<file path="src/rtl/mips_muldiv.sv">
// MIPS HI/LO unit: iterative shift-add multiply and restoring divide, one bit per cycle.
// Optional feature macro: MIPS_MULDIV_DIV_EN builds the divider; otherwise DIV/DIVU finish at once and leave HI/LO unchanged.
module mips_muldiv #(
  parameter int unsigned WIDTH = 32
) (
  input  logic             clk,
  input  logic             reset_n,
  input  logic             start,
  input  logic [2:0]       op,
  input  logic [WIDTH-1:0] a,
  input  logic [WIDTH-1:0] b,
  output logic             busy,
  output logic             done,
  output logic [WIDTH-1:0] hi,
  output logic [WIDTH-1:0] lo
);
  localparam int unsigned   CW   = $clog2(WIDTH);
  localparam logic [CW-1:0] LAST = CW'(WIDTH - 1);

  typedef enum logic [1:0] {IDLE, CALC, DONE} state_t;

  state_t           state, state_n;
  logic [CW-1:0]    cnt;
  logic [WIDTH-1:0] opnd, acc_hi, acc_lo;
  logic             neg_a, neg_b;

  logic             accept, is_mul, is_div, sgn, a_neg, b_neg;
  logic [WIDTH-1:0] a_mag, b_mag, step_hi, step_lo, res_hi, res_lo;
  logic [WIDTH:0]   mul_sum;
  logic [2*WIDTH-1:0] prod;
`ifdef MIPS_MULDIV_DIV_EN
  logic             div_q;
  logic [WIDTH:0]   shifted, trial;
  logic             fits;
  logic [WIDTH-1:0] quo, rem;
`endif

  always_comb begin
    accept = start && (state != CALC);
    is_mul = (op[2:1] == 2'b00);
    is_div = (op[2:1] == 2'b01);
    sgn    = ~op[0];
    a_neg  = sgn & a[WIDTH-1];
    b_neg  = sgn & b[WIDTH-1];
    a_mag  = a_neg ? -a : a;
    b_mag  = b_neg ? -b : b;

    state_n = IDLE;
    if (state == CALC) state_n = (cnt == LAST) ? DONE : CALC;
    if (accept) begin
      if (is_mul) state_n = CALC;
`ifdef MIPS_MULDIV_DIV_EN
      else if (is_div) state_n = CALC;
`else
      else if (is_div) state_n = DONE;
`endif
    end

    // acc_lo shifts the multiplier out while product bits shift in from the top
    mul_sum = {1'b0, acc_hi} + (acc_lo[0] ? {1'b0, opnd} : '0);
    step_hi = mul_sum[WIDTH:1];
    step_lo = {mul_sum[0], acc_lo[WIDTH-1:1]};
    prod    = {step_hi, step_lo};
    if (neg_a ^ neg_b) prod = -prod;
    res_hi  = prod[2*WIDTH-1:WIDTH];
    res_lo  = prod[WIDTH-1:0];

`ifdef MIPS_MULDIV_DIV_EN
    shifted = {acc_hi, acc_lo[WIDTH-1]};
    trial   = shifted - {1'b0, opnd};
    fits    = ~trial[WIDTH];
    rem     = fits ? trial[WIDTH-1:0] : shifted[WIDTH-1:0];
    quo     = {acc_lo[WIDTH-2:0], fits};
    if (div_q) begin
      step_hi = rem;
      step_lo = quo;
      // zero divisor: remainder already equals |a|, so sign fix-up restores a
      res_lo  = (opnd == '0) ? '1 : ((neg_a ^ neg_b) ? -quo : quo);
      res_hi  = neg_a ? -rem : rem;
    end
`endif
  end

  always_ff @(posedge clk or negedge reset_n) begin
    if (!reset_n) begin
      state  <= IDLE;
      busy   <= 1'b0;
      done   <= 1'b0;
      cnt    <= '0;
      opnd   <= '0;
      acc_hi <= '0;
      acc_lo <= '0;
      neg_a  <= 1'b0;
      neg_b  <= 1'b0;
      hi     <= '0;
      lo     <= '0;
`ifdef MIPS_MULDIV_DIV_EN
      div_q  <= 1'b0;
`endif
    end else begin
      state <= state_n;
      busy  <= (state_n == CALC);
      done  <= (state_n == DONE);
      if (accept) begin
        if (is_mul) begin
          cnt    <= '0;
          opnd   <= a_mag;
          acc_hi <= '0;
          acc_lo <= b_mag;
          neg_a  <= a_neg;
          neg_b  <= b_neg;
`ifdef MIPS_MULDIV_DIV_EN
          div_q  <= 1'b0;
`endif
        end
`ifdef MIPS_MULDIV_DIV_EN
        else if (is_div) begin
          cnt    <= '0;
          opnd   <= b_mag;
          acc_hi <= '0;
          acc_lo <= a_mag;
          neg_a  <= a_neg;
          neg_b  <= b_neg;
          div_q  <= 1'b1;
        end
`endif
        else if (op == 3'b100) hi <= a;
        else if (op == 3'b101) lo <= a;
      end else if (state == CALC) begin
        cnt    <= cnt + 1'b1;
        acc_hi <= step_hi;
        acc_lo <= step_lo;
        if (cnt == LAST) begin
          hi <= res_hi;
          lo <= res_lo;
        end
      end
    end
  end
endmodule

</file>
<file path="config.mk">
export PLATFORM = sky130hd
export DESIGN_NAME = mips_muldiv
export DESIGN_NICKNAME = d
export VERILOG_FILES = /design/src/rtl/mips_muldiv.sv
export SDC_FILE = /design/constraint.sdc
export NUM_CORES = 1
export LEC_CHECK = 0
export ABC_CLOCK_PERIOD_IN_PS = 3500
export BUFFER_PORTS_ARGS = -buffer_cell sky130_fd_sc_hd__buf_2
export CAP_MARGIN = 20
export CORE_MARGIN = 2
export CORE_UTILIZATION = 35
export DETAILED_ROUTE_END_ITERATION = 8
export PLACE_DENSITY = 0.59
export SLEW_MARGIN = 20
export SYNTH_ARGS = -nofsm -noshare
export SYNTH_HDL_FRONTEND = slang
export SYNTH_SLANG_ARGS = --single-unit
</file>
<file path="constraint.sdc">
create_clock -name clk -period 3.5 [get_ports clk]
set_input_delay 0.7 -clock clk [delete_from_list [all_inputs] [get_ports clk]]
set_output_delay 0.7 -clock clk [all_outputs]
set_load 0.02 [all_outputs]
</file>
**Word-level counts from Yosys, hierarchy flattened**

Cells that the tools add are included.

- Equal/unequal tests: 13
- Add/sub/neg operators: 5
- Mux-type cells: 29
- Reduce and logical (&&, ||, !) cells: 8
- Bitwise operators: 4

Operators by type and width:

| cell | number |
|---|---|
| $mux 32 | 20 |
| $mux 64 | 1 |
| $neg 32->32 | 2 |
| $neg 64->64 | 1 |
| $add 32x32->33 | 1 |
| $mux 5 | 3 |
| $mux 2 | 5 |
| $ne 2x1->1 const B | 4 |
| $eq 2x1->1 const B | 3 |
| $eq 3x3->1 const B | 2 |
| $add 5x1->5 const B | 1 |
| $eq 5x5->1 const B | 1 |
| $reduce_and 5->1 | 1 |
| $ne 2x2->1 const B | 2 |
| $reduce_and 2->1 | 2 |
| $reduce_and 4->1 | 1 |
| $reduce_bool 2->1 | 2 |
| $and 1x1->1 | 2 |
| $eq 2x2->1 const B | 1 |
| $logic_not 2->1 | 1 |
| $logic_and 1x1->1 | 1 |
| $not 1->1 | 1 |
| $xor 1x1->1 | 1 |

- Logic and storage cells: 70
- Output and inout bits: 66
- Register bits after elaboration: 171
- Input port bits: 70

**Depth between registers and ports, before layout**

Gate-level depths: netlist (run 1).

- Depth in word-level cells: 7
- Gate-level depth with buffers: 15
- Depth with buffers taken out: 13

**Worst setup path before layout (run 1)**

OpenSTA, ideal clock, no wires.

- Kind: flip-flop to flip-flop
- Start: register acc_lo[0]
- End: register hi[28]
- Library setup time: 94 ps
- Period minus slack after synthesis: 3649 ps
- Data required time: 3406 ps
- Slack: -149 ps
- Buffers on the path: 2
- Data arrival time: 3555 ps
- Stages on the path, launching flop included: 15
- Path through: dfrtp_1 > clkbuf_1 > and2_1 > ha_1 > fa_1 > a21o_1 > a311o_1 > and3_4 > o41ai_2 > and3b_1 > and4b_1 > buf_6 > a31oi_2 > xnor2_1 > a221oi_2

- Cells in the longest elaborated chain, start to end: 7

Ends and longest elaborated chain:

| what | line | source |
|---|---|---|
| start, declared | 24 | `logic [WIDTH-1:0] opnd, acc_hi, acc_lo;` |
| start signal, assigned | 109 | `acc_lo <= b_mag;` |
| start signal, assigned | 132 | `acc_lo <= step_lo;` |
| $mux 32 * | 60 | `mul_sum = {1'b0, acc_hi} + (acc_lo[0] ? {1'b0, opnd} : '0);` |
| $add 32x32->33 * | 60 |  |
| $neg 64->64 | 64 | `if (neg_a ^ neg_b) prod = -prod;` |
| $mux 64 * | 64 |  |
| $mux 32 * | 133 | `if (cnt == LAST) begin` |
| $mux 32 * | 129 | `end else if (state == CALC) begin` |
| $mux 32 * | 104 | `if (accept) begin` |
| end signal, assigned | 134 | `hi <= res_hi;` |
| end, declared | 14 | `output logic [WIDTH-1:0] hi,` |

Mark *: on every way between the ends. The rest lies on a longest branch, timed or not. The select of a mux whose other input is x is not followed.
A chain may end at the register's enable or synchronous reset.

**Final worst setup path (run 1)**

Same ends and word-level chain as after synthesis.

==> impl_metrics.json, run 1 <==
{
  "wirelength_um": 40900,
  "cts_buffer_depth": 2,
  "slew_viol_final": 0,
  "rrSetupSlack_ns": -0.14,
  "finClkSkew_ns": 0.0164,
  "p_switching_mw": 6.55,
  "rsz0062_at_grt": "yes",
  "placed_cells": 2125,
  "cap_violations": 0,
  "synth_edf_count": 0,
  "synth_top_area_share_pct": 35.1,
  "violations": "negative setup slack",
  "ys_types": 92,
  "antenna_left": 0,
  "setup_ws_ns": -0.137,
  "timing.hold.ws_ns": 0.276,
  "nets": 1813,
  "grt_max_degree": 82,
  "wl_per_cell_um": 18.8,
  "viasPerCell": 5.37,
  "clkPwrFrac_pct": 14.1,
  "crit_path_end_kind": "flop",
  "status": "finished with violations",
  "routed-via-count": 11666,
  "post-synth-top-count-cell": "nand2_1",
  "finish.utilization_pct": 45.0,
  "cts_root_buf": "clkbuf_16",
  "startpoint_type": "flop",
  "syn_area_per_cell_um2": 8.17,
  "drc_errors": 0,
  "numCtsBuffers": 17,
  "netlist_area_um2": 12200,
  "max_stage_delay_ns": 0.43,
  "cts_tree": "done",
  "pwr-share-comb_pct": 60.2,
  "synth_common_cells": "nand2_1, dfrtp_1, nor2_1",
  "p_int_mw": 7.53,
  "crit_fanout": 7,
  "place_congestion": 0.919,
  "portBuffers": 135,
  "path_clk_slew_ns": 0.07,
  "num_rows": 68,
  "ys_warn_count": 0,
  "first_global_vias": 11185,
  "hold_viol": 0,
  "grt_usage_pct": 22.3,
  "first_pass_iters": 5,
  "pwr_density_cell_nw_per_um2": 911,
  "final-setup-viol-count": 12,
  "die_y_um": 191,
  "drt_iter0_markers": 722,
  "critPathKind": "flop to flop",
  "layout-drive-gt1-share_pct": 25.6,
  "synth_top_cell_by_area": "dfrtp_1",
  "slew_headroom_pct": 38.7,
  "core_area_um2": 34400,
  "htree_levels": 4,
  "synth_ff_type": "dfrtp_1",
  "final_cell_area_um2": 15500,
  "antenna_cells": 0,
  "swShare_pct": 46.5,
  "fin_crit_sh_pct": 104,
  "post-route-min-period_ns": 3.64,
  "fin_cells": 2172,
  "initial_utilization_pct": 35.4,
  "grt_overflow_total": 0,
  "grt_pass1_wl_um": 62700,
  "postSynthCellCount": 1490,
  "io_pins": 136,
  "clock-sinks": 171,
  "fp.dieW_um": 191,
  "ys_seq_elements": 171,
  "antenna_found_initial": 0,
  "yosysSeqAreaShare_pct": 35.1,
  "fmax_mhz": 275,
  "syn_nets": 1598,
  "fin_tns_setup_ns": -0.916,
  "placedInstanceArea_um2": 14200,
  "worstPathArrival_ns": 3.99,
  "dp_hpwl_um": 30900,
  "synthTopCellsByArea": "dfrtp_1, nand2_1, o21ai_0",
  "ctsHoldBuffers": 0,
  "pwr-share-seq_pct": 25.7,
  "hold_class": "input pin to asynchronous set/reset pin",
  "cp.required_ns": 3.85,
  "p_leak_nw": 6.76,
  "tightest_slew_ns": 0.920,
  "area_delta_synth_final_pct": 26.9,
  "ys_async_sr_fraction_pct": 100,
  "clk_latency_ns": 0.45,
  "die-area_um2": 36300,
  "ir_drop_mv": 0.454,
  "cp_slowest_cell": "a311o_1",
  "path_cells": "and2_4 -> ha_4 -> fa_2 -> a21o_4 -> a311o_1 -> buf_4 -> and3_4 -> o31ai_4 -> o41ai_4 -> and3b_2 -> and4b_1 -> buf_6 -> a31oi_2 -> xnor2_1 -> a221oi_2"
}
[path summary, 6_finish.rpt]
path                                        from                     to  depth (start not counted)
max in group asynchronous                reset_n  acc_hi[7]$_DFFE_PN0P_                          2
setup / recovery           acc_lo[0]$_DFFE_PN0P_     hi[28]$_DFFE_PN0P_                         15
setup reg to reg           acc_lo[0]$_DFFE_PN0P_     hi[28]$_DFFE_PN0P_                         15
hold / removal                           reset_n   opnd[29]$_DFFE_PN0P_                          1
hold reg to reg             opnd[22]$_DFFE_PN0P_   opnd[22]$_DFFE_PN0P_                          2
min in group clk            opnd[22]$_DFFE_PN0P_   opnd[22]$_DFFE_PN0P_                          2
[registers in the layout (all words and copies together), names as in the netlist]
register / count
done: 1
busy: 1
neg_a: 1
state: 2
hi: 32
lo: 32
neg_b: 1
cnt: 5
acc_hi: 32
opnd: 32
acc_lo: 32
[worst max-delay path, delay by kind of cell (launching register included)]
family                     cells  cell delay, ns
DFF                            1            0.41
AOI/OAI and AO/OA              6            1.42
xor gates and xnor gates       1            0.10
buffers and inverters          2            0.32
and+or+nand+nor                4            0.79
adders and majority gates      2            0.50
[metrics by stage]
stage | setup slack (ns) | total power [mW]
finish | -0.137 | 14.1
global route | -0.233 | 15.0
global placement | -0.120 | 11.2
floorplan | 0.0118 | 8.44
CTS | -0.0900 | 13.6
detailed placement | -0.204 | 11.3
[timing repair]
action | in CTS | in global routing
gates resized for setup | 33 | 65
setup endpoints to repair | 19 | 23
buffers inserted | 9 | 9
endpoints found under the hold margin | 0 | 0
pin swaps | 28 | 58
[area by class of cell]
cell class,instances,area [um^2]
Clock buffer,21,450
Clock inverter,10,140
Fill cell,3453,18900
Inverter,19,71.3
Multi-Input combinational cell,1210,8030
Sequential cell,171,4280
Tap cell,455,569
Timing Repair Buffer,286,1920
[logic make-up after synthesis]
group           count (synthesis)  share of synthesized area [%]
simple gates                  587                           23.0
buf+inv                       109                           3.67
compound gates                445                           23.7
xor+xnor                      132                           9.80
fa+ha+maj                      38                           3.97
flops                         171                           35.1
mux                             8                          0.668
[layer usage]
layer	share of wire (%)	routed length (um)	track usage, %
met5	0	0	0
met4	2.2	889	6.92
met3	4.4	1810	3.37
met2	47	19300	36.2
met1	46	18800	30.5
[cell usage in the layout (no fill, tap or decap), drive strengths merged, types with 39 or more instances in the layout]
cell and count:
buf 286, nand2 216, dfrtp 171, nor2 160, o21ai 159, a21oi 119
xnor2 84, o31ai 54, xor2 48, and2 46, nor3 39
[power groups by stage]
stage	logic (mW)	registers, mW	clock network [mW]
6_report	8.47	3.62	1.99
5_1_grt	9.20	3.72	2.09
4_1_cts	7.95	3.59	2.01
3_5_place_dp	7.66	3.61	0
3_3_place_gp	7.59	3.61	0
2_1_floorplan	4.65	3.79	0
Power figures use the tool's default switching activity.
==> run 2, diff against run 1 <==
--- a/config.mk
+++ b/config.mk
@@ -8,10 +8,12 @@
 export ABC_CLOCK_PERIOD_IN_PS = 3500
 export BUFFER_PORTS_ARGS = -buffer_cell sky130_fd_sc_hd__buf_2
 export CAP_MARGIN = 20
+export CELL_PAD_IN_SITES_DETAIL_PLACEMENT = 0
+export CELL_PAD_IN_SITES_GLOBAL_PLACEMENT = 1
 export CORE_MARGIN = 2
 export CORE_UTILIZATION = 35
 export DETAILED_ROUTE_END_ITERATION = 8
-export PLACE_DENSITY = 0.59
+export PLACE_DENSITY = 0.66
 export SLEW_MARGIN = 20
 export SYNTH_ARGS = -nofsm -noshare
 export SYNTH_HDL_FRONTEND = slang
==> run 2 against run 1 <==
Compared with the run above:
- the run still ends with negative setup slack left
- clock skew about the same
- largest power group unchanged
- hold slack lost 0.027 ns
- non-clock buffer count up 19
- critical path type unchanged
- cell count rose by 0.92%
==> impl_metrics.json, run 2 (synthesized netlist as in run 1, its figures left out) <==
{
  "die_y_um": 191,
  "initial_utilization_pct": 35.4,
  "placedInstanceArea_um2": 14300,
  "die-area_um2": 36300,
  "clkPwrFrac_pct": 13.6,
  "rrSetupSlack_ns": -0.06,
  "clk_latency_ns": 0.46,
  "path_cells": "and2_4 -> ha_4 -> fa_2 -> a21o_4 -> a311o_1 -> and2_4 -> nor2_4 -> buf_6 -> o211ai_1 -> and4_1 -> buf_6 -> buf_6 -> and2_4 -> a31oi_4 -> xnor2_2 -> a221oi_2",
  "p_switching_mw": 6.66,
  "cp_slowest_cell": "dfrtp_1",
  "r2r_cells": 16,
  "slew_headroom_pct": 41.6,
  "crit_path_end_kind": "flop",
  "p_int_mw": 7.54,
  "startpoint_type": "flop",
  "fp.dieW_um": 191,
  "pwr-share-seq_pct": 25.4,
  "ctsHoldBuffers": 0,
  "antenna_left": 0,
  "portBuffers": 135,
  "pwr_density_cell_nw_per_um2": 902,
  "drt_iter0_markers": 737,
  "routed-via-count": 11749,
  "final_cell_mix": "nand2_1, dfrtp_1, buf_4",
  "rsz0062_at_grt": "yes",
  "timing.rr.end": "hi[27]$_DFFE_PN0P_",
  "violations": "negative setup slack",
  "tightest_slew_ns": 0.876,
  "layout-drive-gt1-share_pct": 27.9,
  "final-setup-viol-count": 5,
  "io_pins": 136,
  "post-route-min-period_ns": 3.56,
  "area_delta_synth_final_pct": 29.3,
  "path_clk_slew_ns": 0.07,
  "cts_buffer_depth": 2,
  "critPathKind": "flop to flop",
  "antenna_found_initial": 1,
  "startpoint": "acc_lo[0]$_DFFE_PN0P_",
  "n_fill_cell": 3488,
  "path_depth": 16,
  "nets": 1832,
  "numCtsBuffers": 17,
  "grt_overflow_total": 0,
  "critPathBufInv": 3,
  "fin_cells": 2192,
  "drc_errors": 0,
  "path_delay_family": "compound AO/OA/AOI/OAI gates",
  "wl_per_cell_um": 19.1,
  "antenna_cells": 0,
  "wirelength_um": 41800,
  "dp_hpwl_um": 31800,
  "cp.required_ns": 3.86,
  "p_leak_nw": 6.86,
  "cts_tree": "done",
  "status": "finished with violations",
  "slew_viol_final": 0,
  "core_area_um2": 34400,
  "setup_ws_ns": -0.0641,
  "swShare_pct": 46.9,
  "clock-sinks": 171,
  "placed_cells": 2144,
  "final_common_cell": "nand2_1",
  "grt_max_degree": 70,
  "r2r-start": "acc_lo[0]$_DFFE_PN0P_",
  "num_rows": 68,
  "grt_pass1_wl_um": 64600,
  "cp-endpoint": "hi[27]$_DFFE_PN0P_",
  "first_pass_iters": 5,
  "first_global_vias": 11280,
  "ir_drop_mv": 0.347,
  "finClkSkew_ns": 0.0165,
  "pre_cts_ws_ns": -0.179,
  "viasPerCell": 5.36,
  "fin_crit_sh_pct": 102,
  "crit_fanout": 5,
  "pwr-share-comb_pct": 60.9,
  "htree_levels": 4,
  "worstPathArrival_ns": 3.93,
  "cap_violations": 0,
  "cts_root_buf": "clkbuf_16",
  "fmax_mhz": 281,
  "hold_class": "input pin to asynchronous set/reset pin",
  "max_stage_delay_ns": 0.41,
  "place_congestion": 0.884,
  "hold_viol": 0,
  "final_cell_area_um2": 15700,
  "grt_usage_pct": 23.2
}
## run 2: timing repair
action                                  4_1_cts  5_1_grt
endpoints found under the setup margin       17       24
pin swaps                                     8       32
setup buffers                                 6       11
endpoints found under the hold margin         0        0
resized for setup                            41       88
## run 2: worst min-delay path by stage
| stage | from | end | slack (ns) | depth (start not counted) |
|---|---|---|---|---|
| floorplan | reset_n | acc_hi[0]$_DFFE_PN0P_ | 0.40 | 0 |
| global placement | opnd[19]$_DFFE_PN0P_ | opnd[19]$_DFFE_PN0P_ | 0.46 | 2 |
| detailed placement | hi[4]$_DFFE_PN0P_ | hi[4]$_DFFE_PN0P_ | 0.46 | 2 |
| CTS | reset_n | opnd[23]$_DFFE_PN0P_ | 0.28 | 1 |
| global route | reset_n | opnd[23]$_DFFE_PN0P_ | 0.29 | 1 |
| finish | reset_n | opnd[23]$_DFFE_PN0P_ | 0.25 | 1 |
## run 2: through the flow
step / power, mW / utilization (%) / hold WS [ns] / setup TNS [ns]
after floorplan: 8.44 / - / 0.404 / 0
final: 14.2 / 45.8 / 0.250 / -0.149
after global placement: 11.4 / 41.7 / 0.456 / -0.976
after CTS: 13.6 / 44.1 / 0.281 / -0.261
after global routing: 15.2 / 45.8 / 0.295 / -1.88
after detailed placement: 11.4 / 41.7 / 0.462 / -1.50
## run 2: power groups by stage
stage / logic, mW / registers (mW) / clock network, mW
2_1_floorplan: 4.65 / 3.79 / 0
3_3_place_gp: 7.74 / 3.61 / 0
3_5_place_dp: 7.80 / 3.61 / 0
4_1_cts: 8.05 / 3.60 / 1.97
5_1_grt: 9.43 / 3.72 / 2.05
6_report: 8.65 / 3.61 / 1.94
## run 2: cell type report
class / count / area [um^2] / area share, %
clock buffer: 19 / 433 / 2.75
tap: 455 / 569 / 3.62
timing repair buffer: 305 / 2040 / 12.9
clock inverter: 13 / 141 / 0.898
sequential: 171 / 4280 / 27.2
inverter: 19 / 71.3 / 0.453
multi-input combinational: 1210 / 8210 / 52.2
## run 2: layer usage
metal  up-vias  global-route usage (%)  wire (um)
met4         0                    6.59        898
met2       288                    36.9      19400
met5         -                       0          0
met1      5654                    32.8      19500
li1       5755                       -          -
met3        52                    3.24       1960
